==> config.mk <==
export PLATFORM = sky130hd
export DESIGN_NAME = pc_sequencer
export DESIGN_NICKNAME = d
export VERILOG_FILES = /design/src/rtl/pc_sequencer.sv
export SDC_FILE = /design/constraint.sdc
export NUM_CORES = 1
export LEC_CHECK = 0
export BUFFER_PORTS_ARGS = -buffer_cell sky130_fd_sc_hd__buf_2
export CORE_MARGIN = 3
export CORE_UTILIZATION = 50
export DETAILED_ROUTE_END_ITERATION = 6
export GPL_TIMING_DRIVEN = 1
export HOLD_SLACK_MARGIN = 0.06
export PLACE_DENSITY_LB_ADDON = 0.12
export SETUP_SLACK_MARGIN = 0.1
export SLEW_MARGIN = 20
export SYNTH_ARGS = -nofsm -noshare
export SYNTH_HDL_FRONTEND = slang
export SYNTH_SLANG_ARGS = --single-unit
==> constraint.sdc <==
create_clock -name clk_i -period 3 [get_ports clk_i]
set_input_delay 0.6 -clock clk_i [delete_from_list [all_inputs] [get_ports clk_i]]
set_output_delay 0.6 -clock clk_i [all_outputs]
set_load 0.1 [all_outputs]
==> src/rtl/pc_sequencer.sv <==
// pc_sequencer: program-counter sequencer for the fetch stage.
//
// Owns the D-bit PC and a four-state control FSM (IDLE/RUN/REDIRECT/DONE).
// Branch targets come from an external combinational LUT. The LUT index is
// driven straight from br_sel_i, and the returned value is consumed in the
// same cycle.
//
// Ports:
//   clk_i          clock, rising edge
//   reset_i        synchronous, active-high reset
//   start_i        begin/restart execution (honoured in IDLE or DONE)
//   stall_i        hold PC/icount/state this cycle (RUN only)
//   halt_req_i     stop after the current fetch (RUN only)
//   br_en_i        current instruction is a branch
//   br_cond_i      branch condition from ALU
//   br_abs_i       1 = LUT value is absolute target, 0 = signed offset
//   br_sel_i       LUT entry select
//   lut_target_i   LUT return value (target or offset)
//   lut_addr_o     LUT index (= br_sel_i)
//   pc_o           current fetch address
//   fetch_valid_o  pc_o is a valid fetch (RUN)
//   flush_o        squash younger instruction (REDIRECT)
//   done_o         program halted (DONE)
//   icount_o       saturating retired-fetch counter
module pc_sequencer #(
  parameter int              D        = 12,
  parameter logic [D-1:0]    START_PC = '0,
  parameter int              CW       = 16
) (
  input  logic          clk_i,
  input  logic          reset_i,
  input  logic          start_i,
  input  logic          stall_i,
  input  logic          halt_req_i,
  input  logic          br_en_i,
  input  logic          br_cond_i,
  input  logic          br_abs_i,
  input  logic [2:0]    br_sel_i,
  input  logic [D-1:0]  lut_target_i,
  output logic [2:0]    lut_addr_o,
  output logic [D-1:0]  pc_o,
  output logic          fetch_valid_o,
  output logic          flush_o,
  output logic          done_o,
  output logic [CW-1:0] icount_o
);

  // One-hot encoding. Any other pattern is illegal and falls back to IDLE.
  typedef enum logic [3:0] {
    S_IDLE  = 4'b0001,
    S_RUN   = 4'b0010,
    S_REDIR = 4'b0100,
    S_DONE  = 4'b1000
  } state_e;

  state_e        state_q, state_d;
  logic [D-1:0]  pc_q, pc_d;
  logic [CW-1:0] icount_q, icount_d;

  logic          taken;
  logic [D-1:0]  pc_seq, pc_br;
  logic [CW-1:0] icount_inc;

  assign lut_addr_o = br_sel_i;
  assign taken      = br_en_i & br_cond_i;

  // A D-bit add discards the carry, so the relative offset behaves as two's
  // complement, and 2^D-1 wraps to 0 on the sequential path.
  assign pc_seq     = pc_q + D'(1);
  assign pc_br      = br_abs_i ? lut_target_i : (pc_q + lut_target_i);
  assign icount_inc = (&icount_q) ? icount_q : (icount_q + CW'(1));

  always_comb begin
    state_d  = state_q;
    pc_d     = pc_q;
    icount_d = icount_q;
    unique case (state_q)
      S_IDLE: begin
        if (start_i) begin
          state_d = S_RUN;
          pc_d    = START_PC;
        end
      end
      S_RUN: begin
        if (!stall_i) begin
          icount_d = icount_inc;
          if (halt_req_i) begin
            state_d = S_DONE;
          end else if (taken) begin
            state_d = S_REDIR;
            pc_d    = pc_br;
          end else begin
            pc_d    = pc_seq;
          end
        end
      end
      // The bubble lasts exactly one cycle, whatever the inputs do.
      S_REDIR: state_d = S_RUN;
      S_DONE: begin
        if (start_i) begin
          state_d  = S_RUN;
          pc_d     = START_PC;
          icount_d = '0;
        end
      end
      default: state_d = S_IDLE;
    endcase
  end

  always_ff @(posedge clk_i) begin
    if (reset_i) begin
      state_q  <= S_IDLE;
      pc_q     <= START_PC;
      icount_q <= '0;
    end else begin
      state_q  <= state_d;
      pc_q     <= pc_d;
      icount_q <= icount_d;
    end
  end

  assign pc_o          = pc_q;
  assign icount_o      = icount_q;
  assign fetch_valid_o = (state_q == S_RUN);
  assign flush_o       = (state_q == S_REDIR);
  assign done_o        = (state_q == S_DONE);

endmodule
==> results of run 1 <==
## cell families after synthesis
| group | synth area share [%] |
|---|---|
| and+or+nand+nor | 27.0 |
| AOI/OAI and AO/OA | 25.8 |
| DFF | 25.7 |
| buffers and inverters | 4.87 |
| xor gates and xnor gates | 8.08 |
| adders and majority gates | 7.33 |
| muxes | 1.20 |
## worst max path at each step
stage,startpoint,end,slack (ns),cells after the start
3_3_place_gp,lut_target_i[0],pc_o[8],0.35,10
4_1_cts,state_q[1],fetch_valid_o,0.40,3
5_1_grt,state_q[1],fetch_valid_o,0.32,3
6_report,state_q[1],fetch_valid_o,0.40,3
2_1_floorplan,state_q[2],flush_o,0.12,2
3_5_place_dp,lut_target_i[0],pc_o[8],0.28,10
## per-stage QoR
step	total power [uW]	std cells	worst slack, ns
2_1_floorplan	570	319	0.124
3_3_place_gp	590	425	0.350
3_5_place_dp	593	425	0.280
4_1_cts	949	433	0.400
5_1_grt	989	433	0.317
6_report	936	433	0.405
## layer usage
layer | up-vias | part of all wire [%]
li1 | 1266 | -
met1 | 1154 | 48
met2 | 68 | 44
met3 | 4 | 7.3
met4 | 0 | 0.84
met5 | - | 0
## power by group
part           switching [uW]  internal (uW)  total, uW
sequential               13.6            429        442
clock                     167            183        350
combinational            91.8           51.6        143
total                     273            663        936
## critical path, delay by kind of cell, from the launching register on
family                 cells  cell delay [ns]
flip-flops                 1             0.61
AND/OR/NAND/NOR            1             0.59
buffers and inverters      2             0.51
## flip-flops by register name, summed over array words and instances (netlist names)
| register | count |
|---|---|
| icount_o | 16 |
| pc_o | 12 |
| state_q | 4 |
## cell usage after synthesis (3+ instances only)
| master | count |
|---|---|
| dfxtp_1 | 32 |
| nand2_1 | 31 |
| a21oi_1 | 29 |
| nor2_1 | 27 |
| xnor2_1 | 17 |
| ha_1 | 13 |
| o21ai_1 | 13 |
| nand3_1 | 12 |
| o21ai_0 | 11 |
| inv_1 | 10 |
| a211oi_1 | 9 |
| clkbuf_1 | 8 |
| nor3_1 | 8 |
| and3_1 | 6 |
| xor2_1 | 6 |
| nand4_1 | 5 |
| nor4_1 | 5 |
| or3_1 | 5 |
| a211oi_2 | 4 |
| a21o_1 | 4 |
| buf_4 | 4 |
| nor2b_1 | 4 |
| a221oi_1 | 3 |
| mux2i_1 | 3 |
| nand2b_1 | 3 |
| nor3b_1 | 3 |
| o211ai_1 | 3 |
## layout make-up
type | instances | share of cell area [%]
multi-input cells | 261 | 60.6
flip-flops and latches | 32 | 22.2
repair buffers | 53 | 9.47
well taps | 67 | 2.91
clock buffers | 6 | 2.87
inverters | 12 | 1.56
clock inverters | 2 | 0.348
==> results.json, run 1 <==
{
  "status": "complete, no violations",
  "worst_pin_slew_ns": 0.747,
  "power.density_mw_per_mm2": 325,
  "pin_count": 57,
  "dp_hpwl_um": 4700,
  "drcViolationCount": 0,
  "ant_nets": 0,
  "r2r-start": "pc_o[0]",
  "r2r-end": "pc_o[8]",
  "syn_area_mm2": 0.00249,
  "clock_latency_ns": 0.28,
  "crit_slowest_cell": "dfxtp_1",
  "critPathKind": "reg2out",
  "grt_pass1_vias": 2273,
  "cts.htree.levels": 2,
  "n_antenna_cell": 0,
  "placed_area_mm2": 0.00279,
  "drive_above_1_share_pct": 20.5,
  "fin_crit_sh_pct": 86.5,
  "nets": 402,
  "finalSetupViolCount": 0,
  "netlist.area_leader.share_pct": 25.7,
  "vias_per_cell": 5.76,
  "critPathLaunchType": "flop",
  "design_area_mm2": 0.00288,
  "dr_total_vias": 2492,
  "gp_congestion": 0.832,
  "grtUsageMet2_pct": 33.7,
  "path_clk_slew_ns": 0.07,
  "grt-ovfl-total": 0,
  "async_reset_ff_share_pct": 0,
  "post-cts-setup-buffer-count": 0,
  "synth_fp_nets": 356,
  "clock-root-buffer": "clkbuf_8",
  "synth.distinct_cells": 61,
  "max_freq_mhz": 385,
  "coreArea_mm2": 0.00479,
  "final_common_cell": "buf_2",
  "area_delta_synth_final_pct": 15.6,
  "synth_edf_count": 0,
  "post_cts_resized": 0,
  "globalRoute.busiestLayer": "met2",
  "hp-start": "icount_o[4]",
  "final_cell_mix": "buf_2 (50), dfxtp_1 (32), nand2_1 (31)",
  "hold_depth": 2,
  "skew_ns": 0.00839,
  "period_needed_ns": 2.60,
  "r2r_cells": 9,
  "cp.required_ns": 2.40,
  "wirelength_um": 6220,
  "yosysTopAreaCell": "dfxtp_1",
  "endpoint_kind": "output port",
  "core.rowCount": 25,
  "yosysSeqAreaShare_pct": 25.7,
  "met1_usage_pct": 31.4,
  "final_util_pct": 60.2,
  "p_leak_uw": 0.00113,
  "worst_ep_arrival_time_ns": 2.00,
  "min_to": "icount_o[4]",
  "numPortBuffers": 50,
  "cts_tree": "built",
  "wl_per_cell_um": 14.4,
  "hold_violations": 0,
  "fp.dieArea_mm2": 0.00587,
  "ys.flop_type": "dfxtp_1",
  "grt_max_degree": 24,
  "netlist_top_cells_area": "dfxtp_1 (26%), ha_1 (6.5%), xnor2_1 (6.0%)",
  "die_h_um": 76.6,
  "hp-class": "reg2reg",
  "yosys_register_bits": 32,
  "synth_cells": 319,
  "grt_antenna_before_repair": 0,
  "firstDrtPassIters": 4,
  "tns_ns": 0,
  "hold_ws_ns": 0.515,
  "start_util_pct": 52.1,
  "r2r_setup_slack_ns": 0.53,
  "ir_drop_v": 0.000239,
  "die_x_um": 76.6,
  "cpPeakStageDelay_ns": 0.61,
  "track_usage_pct": 22.2,
  "cp_max_fo": 13,
  "seq_area_um2": 641,
  "clk_path_buf_depth": 2,
  "rsz0062_at_grt": "no",
  "final_max_slew_viol_count": 0,
  "multi_input_area_mm2": 0.00175,
  "use_met3_pct": 6.26,
  "ctsHoldBuffers": 0,
  "maxCapViolCount": 0,
  "cts_buffers": 5,
  "yosys_warnings": 0,
  "grt_pass1_wl_um": 10800,
  "cts.sinks": 32,
  "drtIter0Drc": 147,
  "timing.slew.headroom_pct": 50.2,
  "cp_cell_sequence": "or4b_4 -> clkinv_1 -> buf_2",
  "fill_cells": 471,
  "avgSynthCellArea_um2": 7.81
}
(Power assumes the default switching activity.)
==> inputs of run 2 (changes only) <==
--- a/config.mk
+++ b/config.mk
@@ -6,7 +6,8 @@
 export NUM_CORES = 1
 export LEC_CHECK = 0
 export BUFFER_PORTS_ARGS = -buffer_cell sky130_fd_sc_hd__buf_2
-export CORE_MARGIN = 3
+export CORE_ASPECT_RATIO = 1.75
+export CORE_MARGIN = 8
 export CORE_UTILIZATION = 50
 export DETAILED_ROUTE_END_ITERATION = 6
 export GPL_TIMING_DRIVEN = 1
==> run 2 against run 1 <==
Against the previous run:
- count of clock-buffer cells in the layout rose by 1
- largest power group is now the clock network
- clock power is 33% higher
- sequential share of layout area down 0.30 points
- wire length increased by 8.7%
==> results.json, run 2 (synthesis gave the netlist of run 1 again) <==
{
  "hold_depth": 2,
  "ant_nets": 0,
  "worst_ep_arrival_time_ns": 2.00,
  "dp_hpwl_um": 5340,
  "cts.sinks": 32,
  "drtIter0Drc": 60,
  "cp.required_ns": 2.40,
  "grt-ovfl-total": 0,
  "combPwrFrac_pct": 13.8,
  "numPortBuffers": 50,
  "wl_per_cell_um": 16.0,
  "maxCapViolCount": 0,
  "fill_cells": 495,
  "period_needed_ns": 2.60,
  "top_layer": "met4",
  "final_max_slew_viol_count": 0,
  "gp_congestion": 0.833,
  "hold_violations": 0,
  "coreArea_mm2": 0.00489,
  "max_freq_mhz": 385,
  "r2r_cells": 9,
  "die_x_um": 69.4,
  "clockPowerShare_pct": 44.1,
  "vias_per_cell": 5.97,
  "clock-root-buffer": "clkbuf_8",
  "tns_ns": 0,
  "largest_register_ffs": 16,
  "fin_crit_sh_pct": 86.6,
  "wirelength_um": 6760,
  "track_usage_pct": 17.7,
  "grt_pass1_wl_um": 11300,
  "post-cts-setup-buffer-count": 0,
  "dr_wl_met2_um": 3670,
  "hp-class": "reg2reg",
  "ctsHoldBuffers": 0,
  "grt_pass1_vias": 2563,
  "p_sw_share_pct": 26.3,
  "met1Wirelength_um": 2550,
  "r2r_setup_slack_ns": 0.57,
  "status": "complete, no violations",
  "endpoint_kind": "output port",
  "pin_count": 57,
  "cp_max_fo": 13,
  "timing.slew.headroom_pct": 62.5,
  "grt_max_degree": 24,
  "pwr-share-seq_pct": 42.1,
  "firstDrtPassIters": 4,
  "core.rowCount": 34,
  "skew_ns": 0.00487,
  "rsz0062_at_grt": "no",
  "critPathKind": "reg2out",
  "area_delta_synth_final_pct": 17.2,
  "n_antenna_cell": 0,
  "critPathLaunchType": "flop",
  "finalSetupViolCount": 0,
  "p_int_uw": 776,
  "drive_above_1_share_pct": 21.1,
  "dr_total_vias": 2524,
  "wl_met3_um": 226,
  "cts_buffers": 5,
  "grt_antenna_before_repair": 0,
  "clock_latency_ns": 0.29,
  "ir_drop_v": 0.000297,
  "cts_tree": "built",
  "start_util_pct": 50.9,
  "nets": 405,
  "cts.htree.levels": 2,
  "p_leak_uw": 0.00116,
  "power.density_mw_per_mm2": 360,
  "path_clk_slew_ns": 0.07,
  "final_cell_mix": "buf_2 (50), dfxtp_1 (32), nand2_1 (31)",
  "clk_path_buf_depth": 2,
  "final_common_cell": "buf_2",
  "post_cts_resized": 0,
  "drcViolationCount": 0,
  "switchingPower_uw": 276,
  "fp.dieArea_mm2": 0.00759,
  "die_h_um": 109,
  "final_util_pct": 59.7,
  "worst_pin_slew_ns": 0.560
}
-- run 2: path summary, 6_finish.rpt --
path               startpoint            end
setup / recovery   state_q[1]  fetch_valid_o
setup reg to reg      pc_o[0]        pc_o[8]
hold / removal    icount_o[4]    icount_o[4]
hold reg to reg   icount_o[4]    icount_o[4]
-- run 2: layout make-up --
type	instances	area, um^2	share of cell area (%)
clock buffers	7	96.3	3.30
flip-flops and latches	32	641	21.9
multi-input cells	261	1750	59.8
clock inverters	1	30.0	1.03
inverters	12	45.0	1.54
well taps	54	67.6	2.31
repair buffers	56	295	10.1
-- run 2: critical path, stage by stage, from the launching register on --
cell	delay, ns
dfxtp_1	0.61
or4b_4	0.59
clkinv_1	0.09
buf_2	0.42
-- run 2: through the flow --
stage,hold WS [ns],cell area (um^2),power (uW),worst slack [ns],cells
after floorplan,0.593,2510,570,0.124,319
after global placement,0.496,2790,595,0.342,415
after detailed placement,0.512,2790,597,0.290,415
after CTS,0.521,2920,1060,0.389,423
after global routing,0.565,2920,1090,0.298,423
final,0.513,2920,1050,0.403,423
-- run 2: layer usage --
layer  track usage (%)  vias to the layer above
li1                  -                     1273
met1              16.9                     1159
met2              34.2                       71
met3              2.89                       21
met4              11.2                        0
met5                 0                        -
-- run 2: power groups by stage --
stage	sequential (uW)	combinational, uW	clock [uW]
finish	442	145	464
global route	444	161	486
CTS	442	145	471
detailed placement	452	145	0
global placement	452	143	0
floorplan	451	119	0
